`src/rtl/mem_wb_pkg.sv`:
```
// Shared types for the MEM/WB elastic stage: default widths, the write-back entry
// record and the occupancy states of the two-slot skid buffer.
package mem_wb_pkg;

    localparam int DEF_DATA_W     = 16;
    localparam int DEF_REG_ADDR_W = 4;

    typedef struct packed {
        logic                      write_reg;
        logic [DEF_REG_ADDR_W-1:0] dst_reg;
        logic                      mem_to_reg;
        logic [DEF_DATA_W-1:0]     alu_res;
        logic [DEF_DATA_W-1:0]     mem_data;
    } wb_entry_t;

    typedef enum logic [1:0] {
        EMPTY = 2'd0,
        ONE   = 2'd1,
        FULL  = 2'd2
    } slot_state_e;

    // A valid skid slot behind an empty main slot cannot occur; it is folded into FULL.
    function automatic slot_state_e decode_state(input logic main_valid, input logic skid_valid);
        if (skid_valid)      return FULL;
        else if (main_valid) return ONE;
        else                 return EMPTY;
    endfunction

endpackage

```
`src/rtl/pipe_slot.sv`:
```
// One buffered write-back entry with its valid bit; clear wins over load and
// leaves the payload untouched, reset zeroes everything.
module pipe_slot #(
    parameter type entry_t = mem_wb_pkg::wb_entry_t
) (
    input  logic   clk,
    input  logic   rst,
    input  logic   i_load,
    input  logic   i_clear,
    input  entry_t i_data,
    output logic   o_valid,
    output entry_t o_data
);

    logic   r_valid;
    entry_t r_data;

    always_ff @(posedge clk or posedge rst) begin
        if (rst) begin
            r_valid <= 1'b0;
            r_data  <= '0;
        end else if (i_clear) begin
            r_valid <= 1'b0;
        end else if (i_load) begin
            r_valid <= 1'b1;
            r_data  <= i_data;
        end
    end

    assign o_valid = r_valid;
    assign o_data  = r_data;

endmodule

```
`src/rtl/mem_wb_elastic.sv`:
```
// MEM/WB stage register with a valid/ready handshake and a two-entry skid buffer.
// Optional stall-cycle counter is enabled by defining MEM_WB_STALL_CNT_EN.
module mem_wb_elastic
    import mem_wb_pkg::*;
#(
    parameter int DATA_W     = DEF_DATA_W,
    parameter int REG_ADDR_W = DEF_REG_ADDR_W
`ifdef MEM_WB_STALL_CNT_EN
    ,
    parameter int STALL_CNT_W = 16
`endif
) (
    input  logic                  clk,
    input  logic                  rst,
    input  logic                  flush,
    input  logic                  in_valid,
    output logic                  in_ready,
    input  logic                  in_write_reg,
    input  logic [REG_ADDR_W-1:0] in_dst_reg,
    input  logic                  in_mem_to_reg,
    input  logic [DATA_W-1:0]     in_alu_res,
    input  logic [DATA_W-1:0]     in_mem_data,
    output logic                  out_valid,
    input  logic                  out_ready,
    output logic                  out_write_reg,
    output logic [REG_ADDR_W-1:0] out_dst_reg,
    output logic [DATA_W-1:0]     out_alu_res,
    output logic [DATA_W-1:0]     out_mem_data,
    output logic [DATA_W-1:0]     out_wb_data
`ifdef MEM_WB_STALL_CNT_EN
    ,
    output logic [STALL_CNT_W-1:0] stall_cycles
`endif
);

    typedef struct packed {
        logic                  write_reg;
        logic [REG_ADDR_W-1:0] dst_reg;
        logic                  mem_to_reg;
        logic [DATA_W-1:0]     alu_res;
        logic [DATA_W-1:0]     mem_data;
    } entry_t;

    logic        r_inReady;
    logic        w_acc;
    logic        w_iss;
    logic        w_mainValid;
    logic        w_skidValid;
    logic        w_mainLoad;
    logic        w_mainClear;
    logic        w_mainFromSkid;
    logic        w_skidLoad;
    logic        w_skidClear;
    entry_t      w_inEntry;
    entry_t      w_mainIn;
    entry_t      w_mainData;
    entry_t      w_skidData;
    slot_state_e w_state;
    slot_state_e w_nextState;

    assign w_inEntry = '{write_reg:  in_write_reg,
                         dst_reg:    in_dst_reg,
                         mem_to_reg: in_mem_to_reg,
                         alu_res:    in_alu_res,
                         mem_data:   in_mem_data};

    assign w_acc    = in_valid & r_inReady;
    assign w_iss    = w_mainValid & out_ready;
    assign w_state  = decode_state(w_mainValid, w_skidValid);
    assign w_mainIn = w_mainFromSkid ? w_skidData : w_inEntry;

    // The slot valid bits hold the state; this only registers the accept flag,
    // so in_ready never depends combinationally on out_ready.
    always_ff @(posedge clk or posedge rst) begin
        if (rst) begin
            r_inReady <= 1'b1;
        end else begin
            r_inReady <= (w_nextState != FULL);
        end
    end

    always_comb begin
        w_mainLoad     = 1'b0;
        w_mainClear    = 1'b0;
        w_mainFromSkid = 1'b0;
        w_skidLoad     = 1'b0;
        w_skidClear    = 1'b0;
        w_nextState    = w_state;
        if (flush) begin
            w_mainClear = 1'b1;
            w_skidClear = 1'b1;
            w_nextState = EMPTY;
        end else begin
            case (w_state)
                EMPTY: begin
                    if (w_acc) begin
                        w_mainLoad  = 1'b1;
                        w_nextState = ONE;
                    end
                end
                ONE: begin
                    if (w_acc && w_iss) begin
                        w_mainLoad = 1'b1;
                    end else if (w_acc) begin
                        w_skidLoad  = 1'b1;
                        w_nextState = FULL;
                    end else if (w_iss) begin
                        w_mainClear = 1'b1;
                        w_nextState = EMPTY;
                    end
                end
                FULL: begin
                    if (w_iss) begin
                        w_mainLoad     = 1'b1;
                        w_mainFromSkid = 1'b1;
                        w_skidClear    = 1'b1;
                        w_nextState    = ONE;
                    end
                end
                default: w_nextState = EMPTY;
            endcase
        end
    end

    pipe_slot #(.entry_t(entry_t)) u_main (
        .clk     (clk),
        .rst     (rst),
        .i_load  (w_mainLoad),
        .i_clear (w_mainClear),
        .i_data  (w_mainIn),
        .o_valid (w_mainValid),
        .o_data  (w_mainData)
    );

    pipe_slot #(.entry_t(entry_t)) u_skid (
        .clk     (clk),
        .rst     (rst),
        .i_load  (w_skidLoad),
        .i_clear (w_skidClear),
        .i_data  (w_inEntry),
        .o_valid (w_skidValid),
        .o_data  (w_skidData)
    );

    assign in_ready      = r_inReady;
    assign out_valid     = w_mainValid;
    assign out_write_reg = w_mainValid & w_mainData.write_reg;
    assign out_dst_reg   = w_mainData.dst_reg;
    assign out_alu_res   = w_mainData.alu_res;
    assign out_mem_data  = w_mainData.mem_data;
    assign out_wb_data   = w_mainData.mem_to_reg ? w_mainData.mem_data : w_mainData.alu_res;

`ifdef MEM_WB_STALL_CNT_EN
    logic [STALL_CNT_W-1:0] r_stallCnt;

    // Saturating count of cycles the head waits on write-back; flush does not clear it.
    always_ff @(posedge clk or posedge rst) begin
        if (rst) begin
            r_stallCnt <= '0;
        end else if (w_mainValid && !out_ready && (r_stallCnt != {STALL_CNT_W{1'b1}})) begin
            r_stallCnt <= r_stallCnt + 1'b1;
        end
    end

    assign stall_cycles = r_stallCnt;
`endif

endmodule

```
`config.mk`:
```
export PLATFORM = sky130hd
export DESIGN_NAME = mem_wb_elastic
export DESIGN_NICKNAME = d
export VERILOG_FILES = /design/src/rtl/mem_wb_pkg.sv /design/src/rtl/pipe_slot.sv /design/src/rtl/mem_wb_elastic.sv
export SDC_FILE = /design/constraint.sdc
export NUM_CORES = 1
export LEC_CHECK = 0
export ABC_AREA = 1
export BUFFER_PORTS_ARGS = -buffer_cell sky130_fd_sc_hd__buf_2
export CAP_MARGIN = 20
export CORE_MARGIN = 3
export CORE_UTILIZATION = 30
export DETAILED_ROUTE_END_ITERATION = 16
export GPL_TIMING_DRIVEN = 0
export PLACE_DENSITY_LB_ADDON = 0.25
export SLEW_MARGIN = 20
export SYNTH_ARGS = -nofsm -noshare
export SYNTH_HDL_FRONTEND = slang
export SYNTH_SLANG_ARGS = --single-unit
export TNS_END_PERCENT = 30
```
`constraint.sdc`:
```
create_clock -name clk -period 3.1 [get_ports clk]
set_clock_uncertainty 0.2 [all_clocks]
set_input_delay 0.775 -clock clk [delete_from_list [all_inputs] [get_ports clk]]
set_output_delay 0.775 -clock clk [all_outputs]
set_load 0.05 [all_outputs]
```
==> results by group, run 1 <==
Place
  – Dpl cells: between 800 and 900
  – Count of input and output buffers: a little under 100
  – RD Place Congestion: between 0.7 and 0.8
  – Post-DP HPWL: between 8000 and 9000 um

Job
  – Max-Cap Viols: 0

Routing
  – Wire per inst: roughly 14 um
  – Number of iterations in the first detailed-routing pass: 4
  – Met2 wire length: ~5000 um
  – Top sig layer: met4
  – Final wirelength: ~11000 um
  – Total routed wire length on the met1 layer: 5310 um
  – DRC marker count from the first detailed-route iteration: roughly 210
  – DR vias/cell: about 4.4
  – WL met3: between 600 and 700 um
  – Total via count after detailed routing: 3562
  – ANT nets after route: 0
  – Number of DRC violations after detailed routing: 0

Synthesis
  – Most common cell in the netlist: sky130_fd_sc_hd__nand2_1
  – Top flip-flop cell by instance count after synthesis: sky130_fd_sc_hd__dfrtp_1
  – Fraction of registers with async set/reset: 1.00
  – Synthesized area: about 0.0042 mm^2
  – Dominant cells by area after synthesis: sky130_fd_sc_hd__dfrtp_1 47%, sky130_fd_sc_hd__nand2_1 21%, sky130_fd_sc_hd__buf_4 7.9%, sky130_fd_sc_hd__nand3_1 4.8%, sky130_fd_sc_hd__mux2_2 4.3%
  – Distinct cell type count of the synthesized netlist: 17
  – List of most frequent post-synthesis cells: 236 x sky130_fd_sc_hd__nand2_1, 78 x sky130_fd_sc_hd__dfrtp_1, 44 x sky130_fd_sc_hd__buf_4
  – Cell type with the largest total area after synthesis: sky130_fd_sc_hd__dfrtp_1
  – EDFF count, synth: 0
  – Number of warnings printed during yosys synthesis: 0
  – Post-synthesis area per instance: a little under 8 um^2
  – Register area share after synthesis: 0.474
  – Share of the synthesized area in the top cell type: 0.468
  – Yosys reg bits: about 80
  – Post-Synthesis Cells: ~530
  – Synthesized net count: between 500 and 600

GRT
  – GRT Total Usage: 0.156
  – Maximum number of pins on one net before global-route repair: 41
  – Wire length of the first global-routing pass: about 18000 um
  – Number of antenna violations at the first check in global routing: 0
  – Number of global-route vias before repair: ~3600
  – Gr ovfl total: 0

Worst setup path
  – Critical path type: reg -> out
  – Startpoint type of the worst setup path: flop
  – Worst-path fanout max: 10
  – Critical path endpoint category: output pin
  – CP arrival: ~1900 ps
  – Worst EP required: around 2100 ps

Power and ir drop
  – Static leakage: roughly 3 nW
  – Internal portion of total power: approximately 0.0028 W
  – Total design power: approximately 0.0049 W
  – Portion of total power attributed to sequential cells: 0.344
  – Cell area power density: 950 mW/mm^2
  – Reported net switching power: 0.00217 W
  – Switching share of total power: 0.441
  – Relative contribution of combinational cells to total power: 0.446
  – Maximum VDD drop: approximately 610 uV
  – Portion of total power attributed to the clock network: 0.210

CTS
  – CTS Root Buffer Type: sky130_fd_sc_hd__clkbuf_16
  – Number of buffers inserted for hold repair after clock tree synthesis: 0
  – Max H-tree Level: 3
  – Post-CTS Setup Inserts: 0
  – Clock Sinks: 79
  – Clock transition at the register clock pins on the worst setup and hold paths after CTS: approximately 60 ps
  – Post-cts resize count: 0
  – Clock insertion delay at the later pin of the skew report: roughly 330 ps
  – Maximum number of buffers from clock root to sink: 2
  – Number of buffers created by CTS: 9
  – TritonCTS clock tree: yes

STA
  – Crit share post-route: 0.916
  – Setup repair after global routing missed its margin: no
  – Number of hold violations in the final report: 0
  – Time the worst path needs with I/O delays and setup: about 2800 ps
  – Worst slew margin relative to its limit: 0.622
  – Pin slew with the least headroom to its limit: between 500 and 600 ps
  – Final count of negative-setup-slack endpoints: 0
  – Fmax: roughly 350 MHz
  – Final-report max-slew violation count: 0

Cells and area
  – Share of final-layout standard cells stronger than drive strength 1: 0.318
  – Count of placed standard cells in the final layout, fillers left out: 817
  – Count of nets after finishing: between 600 and 700
  – Utilization of the core after routing: 0.387
  – Syn-to-layout area delta: 24.3%
  – Antenna cells: 0

Floorplanning
  – Die ar.: approximately 0.015 mm^2
  – Ports: 98
  – Site row count: 42
  – Initial Util: 0.311
  – Vertical extent of the die: between 100 and 150 um
  – Core area: 0.0134 mm^2
  – Die Width: 124 um

Worst hold path
  – Worst min-delay path class: reg -> reg

Status
  – Run status: complete, no violations
==> cells by family after synthesis <==
| kind of cell | Yosys count | share of synthesized area |
|---|---|---|
| simple gates | 284 | 0.269 |
| buf+inv | 111 | 0.158 |
| flops | 79 | 0.474 |
| compound gates | 39 | 0.0558 |
| mux | 16 | 0.0432 |
==> cell type report <==
cell class	count	area, um^2
Inverter	45	171
Buffer	66	489
Timing Repair Buffer	98	505
Clock inverter	4	47.5
Clock buffer	10	239
Fill cell	1408	8210
Tap cell	176	220
Multi-Input combinational cell	339	1540
Sequential cell	79	1980
==> routing by layer <==
metal | track usage | vias up
li1 | - | 1806
met1 | 0.216 | 1638
met2 | 0.242 | 102
met3 | 0.0359 | 16
met4 | 0.0486 | 0
met5 | 0 | -
==> stage by stage <==
stage / hold slack, ps / setup WS [ps] / setup TNS (ps) / area (um^2)
6_report: 281 / 259 / 0 / 5190
5_1_grt: 303 / 191 / 0 / 5190
4_1_cts: 285 / 245 / 0 / 5190
3_5_place_dp: 266 / 607 / 0 / 4900
3_3_place_gp: 266 / -988 / -77050 / 4880
2_1_floorplan: 249 / 103 / 0 / 4170
==> cell usage in the layout, fill, tap and decap left out <==
cell / instances
sky130_fd_sc_hd__buf_12: 1
sky130_fd_sc_hd__buf_2: 104
sky130_fd_sc_hd__buf_4: 44
sky130_fd_sc_hd__buf_6: 9
sky130_fd_sc_hd__bufinv_16: 1
sky130_fd_sc_hd__clkbuf_1: 6
sky130_fd_sc_hd__clkbuf_16: 9
sky130_fd_sc_hd__clkbuf_8: 1
sky130_fd_sc_hd__clkinv_2: 2
sky130_fd_sc_hd__clkinvlp_4: 1
sky130_fd_sc_hd__dfrtp_1: 78
sky130_fd_sc_hd__dfstp_2: 1
sky130_fd_sc_hd__inv_1: 42
sky130_fd_sc_hd__inv_2: 2
sky130_fd_sc_hd__inv_4: 1
sky130_fd_sc_hd__mux2_2: 16
sky130_fd_sc_hd__nand2_1: 236
sky130_fd_sc_hd__nand3_1: 40
sky130_fd_sc_hd__nand3b_1: 1
sky130_fd_sc_hd__nor2_1: 5
sky130_fd_sc_hd__nor2_2: 2
sky130_fd_sc_hd__o21ai_0: 6
sky130_fd_sc_hd__o21ai_1: 23
sky130_fd_sc_hd__o21ai_2: 10
==> final timing paths <==
path                                                from                            end  slack (ps)  depth (start not counted)
hold reg to reg            u_main.o_data[37]$_DFFE_PP0P_  u_main.o_data[37]$_DFFE_PP0P_         280                          2
setup / recovery           u_main.o_data[32]$_DFFE_PP0P_                out_wb_data[10]         260                          4
max in group asynchronous                            rst             in_ready$_DFF_PP1_        1750                          3
hold / removal             u_main.o_data[37]$_DFFE_PP0P_  u_main.o_data[37]$_DFFE_PP0P_         280                          2
setup reg to reg                      in_ready$_DFF_PP1_  u_main.o_data[37]$_DFFE_PP0P_        1400                          8
min in group asynchronous                            rst  u_skid.o_data[21]$_DFFE_PP0P_         300                          2
==> critical path: stages (launching register included) <==
cell                      delay [ps]
sky130_fd_sc_hd__dfrtp_1         310
sky130_fd_sc_hd__buf_2           270
sky130_fd_sc_hd__buf_2           340
sky130_fd_sc_hd__mux2_2          390
sky130_fd_sc_hd__buf_2           220
==> power by group through the flow <==
stage	Clock (W)	Sequential, W	Combinational, W
after floorplan	0	0.00161	0.00181
after global placement	0	0.00169	0.00219
after detailed placement	0	0.00171	0.00222
after CTS	0.00107	0.00170	0.00222
after global routing	0.00112	0.00175	0.00237
final	0.00104	0.00170	0.00220
==> registers in the layout, indices dropped and copies added (netlist names) <==
register        count
in_ready            1
u_skid.o_valid      1
u_main.o_valid      1
u_skid.o_data      38
u_main.o_data      38
Power figures use the tool's default switching activity.
==> run 2, diff against run 1 <==
--- a/config.mk
+++ b/config.mk
@@ -10,6 +10,7 @@
 export CAP_MARGIN = 20
 export CORE_MARGIN = 3
 export CORE_UTILIZATION = 30
+export CTS_BUF_LIST = sky130_fd_sc_hd__clkbuf_8
 export DETAILED_ROUTE_END_ITERATION = 16
 export GPL_TIMING_DRIVEN = 0
 export PLACE_DENSITY_LB_ADDON = 0.25
==> results by group, run 2 (synthesized netlist as in run 1, its figures left out) <==
STA
  – Pin slew with the least headroom to its limit: 554 ps (-13.1 ps)
  – Crit share post-route: 0.926 (+0.0101)
  – Setup slack after layout: 228 ps (-31.3 ps)
  – Final count of negative-setup-slack endpoints: 0 (unchanged)
  – Number of hold violations in the final report: 0 (unchanged)
  – Worst slew margin relative to its limit: 0.631 (+0.00871)
  – Setup repair after global routing missed its margin: no
  – Time the worst path needs with I/O delays and setup: 2870 ps (+31.3 ps)
  – Final-report max-slew violation count: 0 (unchanged)
  – Fmax: 348 MHz (-1.1%)

GRT
  – Wire length of the first global-routing pass: 18400 um (+0.19%)
  – Number of antenna violations at the first check in global routing: 0 (unchanged)
  – Number of global-route vias before repair: 3554 (+0.056%)
  – Maximum number of pins on one net before global-route repair: 41 (unchanged)
  – GRT Total Usage: 0.156 (+0.000193)
  – Gr ovfl total: 0 (unchanged)

CTS
  – Post-cts resize count: 0 (unchanged)
  – Number of buffers created by CTS: 9 (unchanged)
  – Post-CTS Setup Inserts: 0 (unchanged)
  – Maximum number of buffers from clock root to sink: 2 (unchanged)
  – Clock Sinks: 79 (unchanged)
  – TritonCTS clock tree: yes
  – CTS Root Buffer Type: sky130_fd_sc_hd__clkbuf_8
  – Max H-tree Level: 3 (unchanged)
  – Clock insertion delay at the later pin of the skew report: 350 ps (+20 ps)
  – Number of buffers inserted for hold repair after clock tree synthesis: 0 (unchanged)
  – Clock transition at the register clock pins on the worst setup and hold paths after CTS: 80 ps (+20 ps)

Worst setup path
  – Worst reg2reg setup slack: 1400 ps (about the same)
  – Delay of the slowest critical-path stage: 390 ps (about the same)
  – Startpoint type of the worst setup path: flop
  – End of the critical path: out_wb_data[10]
  – Most frequent cell on the critical path: sky130_fd_sc_hd__buf_2
  – CP arrival: 1900 ps (+30 ps)
  – Critical path endpoint category: output pin
  – Ordered cell list for the critical path: buf_2, buf_2, mux2_2, buf_2
  – CP bufs+invs: 3 (unchanged)
  – Worst-path fanout max: 10 (unchanged)
  – Path depth of the worst reg2reg path: 8 (unchanged)
  – Depth of the critical timing path with buffers and inverters included: 4 (unchanged)
  – Crit. Startpoint: u_main.o_data[32]$_DFFE_PP0P_
  – Capture point of the worst reg-to-reg path: u_main.o_data[37]$_DFFE_PP0P_
  – Startpoint of the worst-slack reg-to-reg timing path: in_ready$_DFF_PP1_
  – Slowest cell on crit path: sky130_fd_sc_hd__mux2_2
  – Cell family contributing the most delay on the critical path: buffers and inverters
  – Critical path type: reg -> out
  – Worst EP required: 2120 ps (about the same)

Routing
  – ANT nets after route: 0 (unchanged)
  – DRC marker count from the first detailed-route iteration: 206 (-3.3%)
  – DR vias/cell: 4.42 (+1.5%)
  – Final wirelength: 11400 um (+0.70%)
  – Total via count after detailed routing: 3615 (+1.5%)
  – Wire per inst: 14.0 um (+0.70%)
  – Number of iterations in the first detailed-routing pass: 4 (unchanged)
  – Number of DRC violations after detailed routing: 0 (unchanged)

Status
  – Run status: complete, no violations

Worst hold path
  – Worst min-delay path class: in -> async

Power and ir drop
  – Total design power: 0.00465 W (-5.6%)
  – Static leakage: 2.96 nW (-1.5%)
  – Maximum VDD drop: 610 uV (about the same)
  – Cell area power density: 915 mW/mm^2 (-3.8%)

Cells and area
  – Syn-to-layout area delta: 21.9%
  – Post-route cell area: 0.00509 mm^2 (-2.0%)
  – Count of nets after finishing: 681 (unchanged)
  – Register area: 0.00198 mm^2 (unchanged)
  – Commonest non-fill, non-tap cell in the layout: sky130_fd_sc_hd__nand2_1
  – Number of filler cells placed in the layout: 1419 (+0.78%)
  – Share of final-layout standard cells stronger than drive strength 1: 0.318 (unchanged)
  – Area occupied by multi-input gates: 0.00154 mm^2 (unchanged)
  – Antenna cells: 0 (unchanged)
  – Most used cells in the layout excluding fill and tap cells: 236 x sky130_fd_sc_hd__nand2_1, 104 x sky130_fd_sc_hd__buf_2, 78 x sky130_fd_sc_hd__dfrtp_1

Place
  – Post-DP HPWL: 8360 um (unchanged)
  – Area after DPL: 0.00490 mm^2 (unchanged)
  – RD Place Congestion: 0.798 (unchanged)
  – Count of input and output buffers: 97 (unchanged)
  – Pre-CTS setup slack: 607 ps (unchanged)

Floorplanning
  – Vertical extent of the die: 124 um (unchanged)
  – Die ar.: 0.0154 mm^2 (unchanged)
  – Site row count: 42 (unchanged)
  – Core area: 0.0134 mm^2 (unchanged)
  – Ports: 98 (unchanged)
  – Initial Util: 0.311 (unchanged)
  – Die Width: 124 um (unchanged)

Job
  – Max-Cap Viols: 0 (unchanged)
==> run 2: cell count changes in the layout (fill, tap and decap cells not counted) <==
cell and change:
sky130_fd_sc_hd__clkbuf_16 -9, sky130_fd_sc_hd__clkbuf_8 +9
==> run 2: final cells by class <==
class                   count  share of cell area
inverters                  45              0.0337
multi-input cells         339               0.302
clock buffers              10              0.0271
flip-flops and latches     79               0.389
well taps                 176              0.0433
clock inverters             4             0.00935
repair buffers             98              0.0994
plain buffers              66              0.0962
==> run 2: how the worst min path moves through the flow <==
stage	startpoint	end	slack, ps	cells after the start
after floorplan	u_main.o_data[37]$_DFFE_PP0P_	u_main.o_data[37]$_DFFE_PP0P_	250	2
after global placement	u_skid.o_data[33]$_DFFE_PP0P_	u_skid.o_data[33]$_DFFE_PP0P_	270	2
after detailed placement	u_main.o_data[34]$_DFFE_PP0P_	u_main.o_data[34]$_DFFE_PP0P_	270	2
after CTS	rst	u_main.o_data[25]$_DFFE_PP0P_	280	2
after global routing	rst	u_main.o_data[25]$_DFFE_PP0P_	290	2
final	rst	u_skid.o_data[21]$_DFFE_PP0P_	270	2
==> run 2: stage by stage <==
step / std cells / util / hold WS (ps) / TNS, ps
detailed placement: 803 / 0.366 / 266 / 0
finish: 817 / 0.380 / 269 / 0
floorplan: 529 / - / 249 / 0
global route: 817 / 0.380 / 294 / 0
global placement: 802 / 0.364 / 266 / -77050
CTS: 817 / 0.380 / 279 / 0
==> run 2: report_power, final <==
| group | internal (W) | leakage (nW) | switching (W) |
|---|---|---|---|
| clock | 0.000383 | 0.0940 | 0.000377 |
| combinational | 0.000709 | 1.87 | 0.00149 |
| sequential | 0.00141 | 0.991 | 0.000282 |
| total | 0.00250 | 2.96 | 0.00215 |
==> run 2: routing by layer <==
layer	GRT usage	share of wire
met1	0.216	0.47
met2	0.241	0.45
met3	0.0277	0.051
met4	0.0630	0.021
met5	0	0
==> run 3, diff against run 2 <==
--- a/config.mk
+++ b/config.mk
@@ -8,8 +8,10 @@
 export ABC_AREA = 1
 export BUFFER_PORTS_ARGS = -buffer_cell sky130_fd_sc_hd__buf_2
 export CAP_MARGIN = 20
+export CELL_PAD_IN_SITES_DETAIL_PLACEMENT = 1
+export CELL_PAD_IN_SITES_GLOBAL_PLACEMENT = 2
 export CORE_MARGIN = 3
-export CORE_UTILIZATION = 30
+export CORE_UTILIZATION = 29
 export CTS_BUF_LIST = sky130_fd_sc_hd__clkbuf_8
 export DETAILED_ROUTE_END_ITERATION = 16
 export GPL_TIMING_DRIVEN = 0
==> results by group, run 3 (synthesized netlist as in run 1, its figures left out) <==
Floorplanning
  – Core area: 0.0140 mm^2 (+4.4%)
  – Ports: 98 (unchanged)
  – Die ar.: 0.0159 mm^2 (+3.3%)
  – Die Width: 126 um (+1.6%)
  – Initial Util: 0.298 (-0.0131)
  – Site row count: 43 (+2.4%)
  – Vertical extent of the die: 126 um (+1.6%)

Worst setup path
  – Capture point of the worst reg-to-reg path: u_main.o_data[27]$_DFFE_PP0P_
  – Delay of the slowest critical-path stage: 390 ps (about the same)
  – Critical path type: reg -> out
  – Path depth of the worst reg2reg path: 6 (-2)
  – Startpoint type of the worst setup path: flop
  – Cell family contributing the most delay on the critical path: buffers and inverters
  – CP arrival: 1910 ps (about the same)
  – Critical path endpoint category: output pin
  – Most frequent cell on the critical path: sky130_fd_sc_hd__buf_2
  – Worst reg2reg setup slack: 1360 ps (-40 ps)
  – Startpoint of the worst-slack reg-to-reg timing path: u_main.o_valid$_DFFE_PP0P_
  – Slowest cell on crit path: sky130_fd_sc_hd__mux2_2
  – CP bufs+invs: 3 (unchanged)
  – Worst EP required: 2120 ps (about the same)
  – Ordered cell list for the critical path: buf_2, buf_2, mux2_2, buf_2
  – Worst-path fanout max: 10 (unchanged)

CTS
  – Clock insertion delay at the later pin of the skew report: 350 ps (about the same)
  – Post-CTS Setup Inserts: 0 (unchanged)
  – CTS Root Buffer Type: sky130_fd_sc_hd__clkbuf_8
  – Number of buffers inserted for hold repair after clock tree synthesis: 0 (unchanged)
  – Post-cts resize count: 0 (unchanged)
  – Clock Sinks: 79 (unchanged)
  – Max H-tree Level: 3 (unchanged)
  – Number of buffers created by CTS: 9 (unchanged)
  – Maximum number of buffers from clock root to sink: 2 (unchanged)
  – Clock transition at the register clock pins on the worst setup and hold paths after CTS: 80 ps (about the same)
  – TritonCTS clock tree: yes

Place
  – Post-DP HPWL: 9150 um (+9.4%)
  – Count of input and output buffers: 97 (unchanged)
  – Dpl cells: 807 (+0.50%)
  – Area after DPL: 0.00491 mm^2 (+0.26%)
  – RD Place Congestion: 0.783 (-1.9%)
  – Pre-CTS setup slack: 564 ps (-43.4 ps)

Cells and area
  – Commonest non-fill, non-tap cell in the layout: sky130_fd_sc_hd__nand2_1
  – Share of final-layout standard cells stronger than drive strength 1: 0.312 (-0.00585)
  – Count of nets after finishing: 681 (unchanged)
  – Register area: 0.00198 mm^2 (unchanged)
  – Antenna cells: 0 (unchanged)
  – Count of placed standard cells in the final layout, fillers left out: 817 (unchanged)
  – Most used cells in the layout excluding fill and tap cells: 236 x sky130_fd_sc_hd__nand2_1, 104 x sky130_fd_sc_hd__buf_2, 78 x sky130_fd_sc_hd__dfrtp_1
  – Syn-to-layout area delta: 20.8%
  – Area occupied by multi-input gates: 0.00154 mm^2 (unchanged)
  – Post-route cell area: 0.00504 mm^2 (-0.89%)
  – Number of filler cells placed in the layout: 1754 (+24%)

STA
  – Final count of negative-setup-slack endpoints: 0 (unchanged)
  – Worst slew margin relative to its limit: 0.607 (-0.0232)
  – Pin slew with the least headroom to its limit: 589 ps (+34.8 ps)
  – Crit share post-route: 0.930 (+0.00343)
  – Setup slack after layout: 217 ps (-10.6 ps)
  – Final-report max-slew violation count: 0 (unchanged)
  – Setup repair after global routing missed its margin: no
  – Number of hold violations in the final report: 0 (unchanged)
  – Time the worst path needs with I/O delays and setup: 2880 ps (+10.6 ps)
  – Fmax: 347 MHz (-0.37%)

GRT
  – Maximum number of pins on one net before global-route repair: 45 (+9.8%)
  – Gr ovfl total: 0 (unchanged)
  – Wire length of the first global-routing pass: 20500 um (+11%)
  – Number of global-route vias before repair: 3911 (+10%)
  – Number of antenna violations at the first check in global routing: 0 (unchanged)
  – GRT Total Usage: 0.164 (+0.00777)

Routing
  – ANT nets after route: 0 (unchanged)
  – Number of DRC violations after detailed routing: 0 (unchanged)
  – DR vias/cell: 4.50 (+1.8%)
  – Total via count after detailed routing: 3680 (+1.8%)
  – Wire per inst: 15.5 um (+11%)
  – Number of iterations in the first detailed-routing pass: 4 (unchanged)
  – DRC marker count from the first detailed-route iteration: 101 (-51%)
  – Final wirelength: 12700 um (+11%)

Power and ir drop
  – Switching share of total power: 0.474 (+0.0119)
  – Portion of total power attributed to sequential cells: 0.373 (+0.009)
  – Static leakage: 2.94 nW (-0.70%)
  – Maximum VDD drop: 511 uV (-16%)
  – Internal portion of total power: 0.00238 W (-4.8%)
  – Portion of total power attributed to the clock network: 0.137 (-0.026)
  – Reported net switching power: 0.00215 W (-0.11%)
  – Cell area power density: 899 mW/mm^2 (-1.7%)
  – Relative contribution of combinational cells to total power: 0.490 (+0.017)

Worst hold path
  – Worst min-delay path class: in -> async

Job
  – Max-Cap Viols: 0 (unchanged)

Status
  – Run status: complete, no violations
run 3: changes by cell type in the layout (fill, tap and decap cells not counted), sizes merged:
| cell | change |
|---|---|
| clkinv | -2 |
| bufinv | -1 |
| clkbuf | -1 |
| clkinvlp | -1 |
| inv | +1 |
run 3: worst max-delay path by stage:
stage	from	to	slack, ps	cells after the start
4_1_cts	u_main.o_data[32]$_DFFE_PP0P_	out_wb_data[8]	150	4
3_3_place_gp	rst	u_main.o_data[22]$_DFFE_PP0P_	-1170	2
5_1_grt	u_main.o_data[32]$_DFFE_PP0P_	out_wb_data[8]	130	4
3_5_place_dp	u_main.o_data[32]$_DFFE_PP0P_	out_wb_data[8]	560	4
2_1_floorplan	rst	u_main.o_data[0]$_DFFE_PP0P_	100	1
6_report	u_main.o_data[32]$_DFFE_PP0P_	out_wb_data[8]	220	4
run 3: final cells by class:
class                   count  area share
plain buffers              66      0.0970
well taps                 180      0.0447
flip-flops and latches     79       0.392
multi-input cells         339       0.305
clock inverters             1    0.000744
inverters                  45      0.0340
repair buffers             98       0.102
clock buffers               9      0.0246
run 3: worst reg2reg max path: cells and delay by family, from the launching register on:
kind	cells	cell delay [ps]
simple gates	4	470
buf+inv	1	470
flops	1	440
compound gates	1	110
run 3: metrics by stage:
step           hold slack, ps  power (W)  TNS (ps)  utilization
2_1_floorplan             249    0.00342         0            -
3_3_place_gp              265    0.00390    -91220        0.349
3_5_place_dp              270    0.00395         0        0.351
4_1_cts                   264    0.00460         0        0.360
5_1_grt                   282    0.00483         0        0.360
6_report                  265    0.00453         0        0.360
run 3: metal layers:
metal,global-route usage,vias up,part of all wire
met5,0,-,0
met2,0.264,98,0.47
met1,0.223,1767,0.47
met3,0.0284,14,0.046
li1,-,1801,-
met4,0.0555,0,0.015
run 3: power groups by stage:
stage | Combinational (W) | Sequential (W) | Clock, W
floorplan | 0.00181 | 0.00161 | 0
global placement | 0.00221 | 0.00169 | 0
detailed placement | 0.00225 | 0.00171 | 0
CTS | 0.00225 | 0.00169 | 0.000651
global route | 0.00240 | 0.00174 | 0.000692
finish | 0.00222 | 0.00169 | 0.000622
